## src/rtl/exp_pkg.sv

```systemverilog
// rtl/exp_pkg.sv - shared constants and FSM encoding for the exponentiation unit
package exp_pkg;

    localparam int DEF_WIDTH   = 32;
    localparam int DEF_LATENCY = 20;
    localparam int EXP_BITS    = 5;
    localparam int CNT_W       = 5;

    typedef enum logic [1:0] {
        IDLE = 2'd0,
        RUN  = 2'd1,
        DONE = 2'd2
    } exp_state_e;

endpackage

```

## src/rtl/exp_mul.sv

```systemverilog
// rtl/exp_mul.sv - combinational WIDTHxWIDTH multiplier keeping the low WIDTH bits
module exp_mul #(
    parameter int WIDTH = 32
) (
    input  logic [WIDTH-1:0] a_i,
    input  logic [WIDTH-1:0] b_i,
    output logic [WIDTH-1:0] p_o
);

    // Result context is WIDTH bits, so the product wraps modulo 2^WIDTH.
    assign p_o = a_i * b_i;

endmodule

```

## src/rtl/exp_unit.sv

```systemverilog
// rtl/exp_unit.sv - fixed-latency base^power mod 2^WIDTH, LSB-first square-and-multiply
module exp_unit
    import exp_pkg::*;
#(
    parameter int WIDTH   = DEF_WIDTH,
    parameter int LATENCY = DEF_LATENCY
) (
    input  logic                clk,
    input  logic                rst,
    input  logic                start,
    input  logic [WIDTH-1:0]    base,
    input  logic [EXP_BITS-1:0] power,
    output logic                busy,
    output logic                ready,
    output logic                done,
    output logic [WIDTH-1:0]    result
);

    localparam logic [CNT_W-1:0] CNT_LAST = CNT_W'(LATENCY - 2);

    exp_state_e          state_q, state_d;
    logic [WIDTH-1:0]    acc_q, acc_d;
    logic [WIDTH-1:0]    sq_q, sq_d;
    logic [CNT_W-1:0]    cnt_q, cnt_d;
    logic [EXP_BITS-1:0] power_q, power_d;
    logic [WIDTH-1:0]    result_q, result_d;
    logic [WIDTH-1:0]    acc_sq;
    logic [WIDTH-1:0]    sq_sq;

    exp_mul #(.WIDTH(WIDTH)) u_mul_acc (
        .a_i (acc_q),
        .b_i (sq_q),
        .p_o (acc_sq)
    );

    exp_mul #(.WIDTH(WIDTH)) u_mul_sq (
        .a_i (sq_q),
        .b_i (sq_q),
        .p_o (sq_sq)
    );

    always_comb begin
        state_d  = state_q;
        acc_d    = acc_q;
        sq_d     = sq_q;
        cnt_d    = cnt_q;
        power_d  = power_q;
        result_d = result_q;
        case (state_q)
            IDLE: begin
                if (start) begin
                    power_d = power;
                    acc_d   = WIDTH'(1);
                    sq_d    = base;
                    cnt_d   = '0;
                    state_d = RUN;
                end
            end
            RUN: begin
                cnt_d = cnt_q + 1'b1;
                // Past the exponent bits the datapath idles so latency never depends on operands.
                if (cnt_q < CNT_W'(EXP_BITS)) begin
                    if (power_q[cnt_q[2:0]]) begin
                        acc_d = acc_sq;
                    end
                    sq_d = sq_sq;
                end
                if (cnt_q == CNT_LAST) begin
                    state_d  = DONE;
                    result_d = acc_d;
                end
            end
            DONE: begin
                state_d = IDLE;
            end
            default: begin
                state_d = IDLE;
            end
        endcase
    end

    always_ff @(posedge clk) begin
        if (rst) begin
            state_q  <= IDLE;
            acc_q    <= '0;
            sq_q     <= '0;
            cnt_q    <= '0;
            power_q  <= '0;
            result_q <= '0;
        end else begin
            state_q  <= state_d;
            acc_q    <= acc_d;
            sq_q     <= sq_d;
            cnt_q    <= cnt_d;
            power_q  <= power_d;
            result_q <= result_d;
        end
    end

    assign busy   = (state_q != IDLE);
    assign ready  = ~busy;
    assign done   = (state_q == DONE);
    assign result = result_q;

endmodule
```

## config.mk

```make
export PLATFORM = sky130hd
export DESIGN_NAME = exp_unit
export DESIGN_NICKNAME = d
export VERILOG_FILES = /design/src/rtl/exp_pkg.sv /design/src/rtl/exp_mul.sv /design/src/rtl/exp_unit.sv
export SDC_FILE = /design/constraint.sdc
export NUM_CORES = 2
export LEC_CHECK = 0
export ABC_AREA = 0
export ABC_CLOCK_PERIOD_IN_PS = 14200
export BUFFER_PORTS_ARGS = -buffer_cell sky130_fd_sc_hd__buf_2
export CORE_ASPECT_RATIO = 0.9
export CORE_UTILIZATION = 43
export CTS_CLUSTER_DIAMETER = 60
export DETAILED_ROUTE_END_ITERATION = 8
export GPL_ROUTABILITY_DRIVEN = 0
export SLEW_MARGIN = 5
export SYNTH_ARGS = -nofsm -noshare
export SYNTH_HDL_FRONTEND = slang
export SYNTH_SLANG_ARGS = --single-unit
```

## constraint.sdc

```tcl
create_clock -name clk -period 14.2 [get_ports clk]
set_clock_uncertainty 0.15 [all_clocks]
set_input_delay 2.13 -clock clk [delete_from_list [all_inputs] [get_ports clk]]
set_output_delay 2.13 -clock clk [all_outputs]
set_load 0.01 [all_outputs]
```

==> results by group <==
Power and ir drop
  • LEAKAGE: 18.0 nW
  • PD cells: 102 mW/mm^2
  • Worst VDD drop: 0.000201 V

Setup path
  • Critical Path End Type: flop
  • CP max stage delay: 1190 ps
  • Critical path, cell by cell: inv_1 > nor2_1 > fa_1 > fa_1 > fa_1 > inv_1 > fa_1 > inv_1 > fa_1 > ha_1 > fa_1 > fa_1 > ha_1 > and3_1 > a221oi_2 > o21ai_1 > a221oi_1 > o31a_2 > o211ai_2 > a2111oi_2 > a31oi_1 > a311oi_1
  • Critical Path Start Type: flop
  • CP required: 14,360 ps
  • Critical path fanouts, max: 48
  • CP Class: flop to flop
  • Most frequent CP cell: fa_1
  • Crit path arrival time: 8530 ps
  • Slowest cell on the critical path: dfxtp_2

Clock tree
  • CTS H-Tree Depth: 3
  • Skew-Pair Late Insertion Delay: 410 ps
  • CTS tree: built
  • Post-CTS sizing: 0
  • Post-CTS Setup Bufs: 0
  • CTS root buf: clkbuf_16
  • Total CTS buffers: 9
  • CTS Hold Bufs: 0
  • Worst-path clk slew: 100 ps
  • # clock sinks: 108
  • CTS Buffer Depth: 2

Global route
  • GRT overflow: 0
  • Gr usage total: 25.2%
  • Largest net degree at the start of global routing: 64
  • Initial antenna violation count: 2
  • First-pass GRT wire length: 150 mm
  • Vias in the first global route: 25,640

Yosys
  • Post-Synthesis Net Count: 4,768
  • Top cell type's share of synthesized area: 46.6%
  • Dominant synthesized flop cell: dfxtp_1
  • Number of synthesized flops with an enable pin: 0
  • Sequential area share after synthesis: 6.49%
  • Total of warnings raised by yosys: 0
  • Area contributors post-synth: fa_1 47%, inv_1 9.6%, ha_1 9.4%
  • Avg Cell Area, Syn: 9.01 um^2
  • Area leader, netlist: fa_1
  • Post-synth cell types: 69
  • Synth Instances: 3,701
  • Synthesized flop and latch total: 108
  • Async S/R FF share, synth: 0%
  • Post-synthesis cell area: 0.0333 mm^2

Floorplan
  • Starting density of the core: 43.6%
  • Die X: 295 um
  • Die area: 0.0786 mm^2
  • Die span in y: 266 um
  • Io pins: 75
  • Total core area: 0.0765 mm^2
  • Row count: 96

Final layout
  • Filler cells: 7,580
  • Fraction of layout cells with a size suffix above 1: 4.83%
  • Core Util, Final: 45.7%
  • Area growth syn-to-layout: 4.99%
  • Most common cell after layout, fill and taps aside: inv_1
  • Antenna Cells: 0
  • Commonest cells after routing, fill and taps aside: 851 x inv_1, 776 x fa_1, 455 x nand2_1
  • Final nets: 4,705

Drt
  • Post-Route WL: 93.2 mm
  • Post-DRT Antenna Nets: 0
  • DRT iter0 DRCs: 1,520
  • DR vias: 23,799
  • Wire length per cell: 19.9 um
  • Via density: 5.09
  • DRC: 0
  • Pre-antenna DRT Iters: 5

Worst hold path
  • Worst Hold Class: flop to flop

STA
  • Final period utilization: 58.9%
  • Minimum clock period: 8370 ps
  • Max-slew violations: 0
  • RSZ-0062 raised after global routing: false
  • FMAX: 119 MHz
  • Final Hold Vio Count: 0
  • Max transition margin: 14.0%
  • Final setup fails: 0
  • Least-Margin Pin Slew: 1290 ps
  • Post-Route Setup TNS: 0 ps

Place
  • DP HPWL: 72.1 mm
  • IO Port Bufs: 74

Run
  • Max-cap violations: 0

Outcome
  • Status: completed
[flip-flops by register name, indices dropped and copies added (netlist names)]
signal   count
result      32
power_q      5
acc_q       32
state_q      2
cnt_q        5
sq_q        32
[power breakdown]
group / total [mW] / switching [mW] / internal (mW)
sequential: 0.400 / 0.0740 / 0.326
combinational: 2.89 / 1.75 / 1.14
clock: 0.297 / 0.168 / 0.129
[worst max-delay path, delay by kind of cell, from the launching register on]
kind	cells	cell delay [ps]
fa+ha+maj	9	3980
flops	1	1190
compound gates	8	1960
simple gates	2	470
buf+inv	3	550
[cells in the mapped netlist, drive strengths merged (4+ instances only)]
master and count:
a2111oi 4, a211oi 34, a21o 22, a21oi 92, a22oi 4, a311oi 12
a31oi 15, and2 412, and3 7, buf 5, clkbuf 197, dfxtp 108
fa 776, ha 251, inv 851, mux2i 14, nand2 455, nand2b 7
nand3 25, nor2 124, nor2b 12, nor3 11, o211ai 8, o21a 8
o21ai 46, o21bai 9, o31a 4, o31ai 4, or2 4, xnor2 97
xor2 35
[stage by stage]
step	setup WS (ps)	power (mW)	area [um^2]	instances	hold slack [ps]
CTS	5860	3.58	35000	4672	307
global route	5460	3.95	35000	4672	325
detailed placement	5890	3.26	34700	4656	293
finish	5830	3.59	35000	4672	302
floorplan	6740	2.43	33300	3701	283
global placement	6070	3.25	34700	4656	288
[cell type report]
class | instances | area, um^2 | share of cell area [%]
Multi-Input combinational cell | 2540 | 27200 | 77.9
Tap cell | 1029 | 1290 | 3.68
Inverter | 851 | 3190 | 9.13
Sequential cell | 108 | 2180 | 6.22
Timing Repair Buffer | 128 | 778 | 2.22
Clock inverter | 7 | 88.8 | 0.254
Clock buffer | 9 | 225 | 0.644
[cells by family after synthesis]
kind of cell / Yosys count / synth area share, %
AOI/OAI and AO/OA: 288 / 5.74
xor gates and xnor gates: 133 / 3.54
adders and majority gates: 1027 / 56.0
buffers and inverters: 1053 / 11.9
DFF: 108 / 6.49
muxes: 17 / 0.556
and+or+nand+nor: 1075 / 15.8
[layer usage]
layer,part of all wire (%),vias up,GRT usage [%]
li1,-,10763,-
met1,45,12122,36.5
met2,44,816,38.0
met3,9.3,98,6.46
met4,2.0,0,5.34
met5,0,-,0
[final timing paths]
path / startpoint / end / slack, ps / depth (start not counted)
hold reg to reg: result[22] / result[22] / 300 / 2
hold / removal: result[22] / result[22] / 300 / 2
setup / recovery: sq_q[7] / sq_q[30] / 5830 / 22
setup reg to reg: sq_q[7] / sq_q[30] / 5830 / 22
Power figures use the tool's default switching activity.
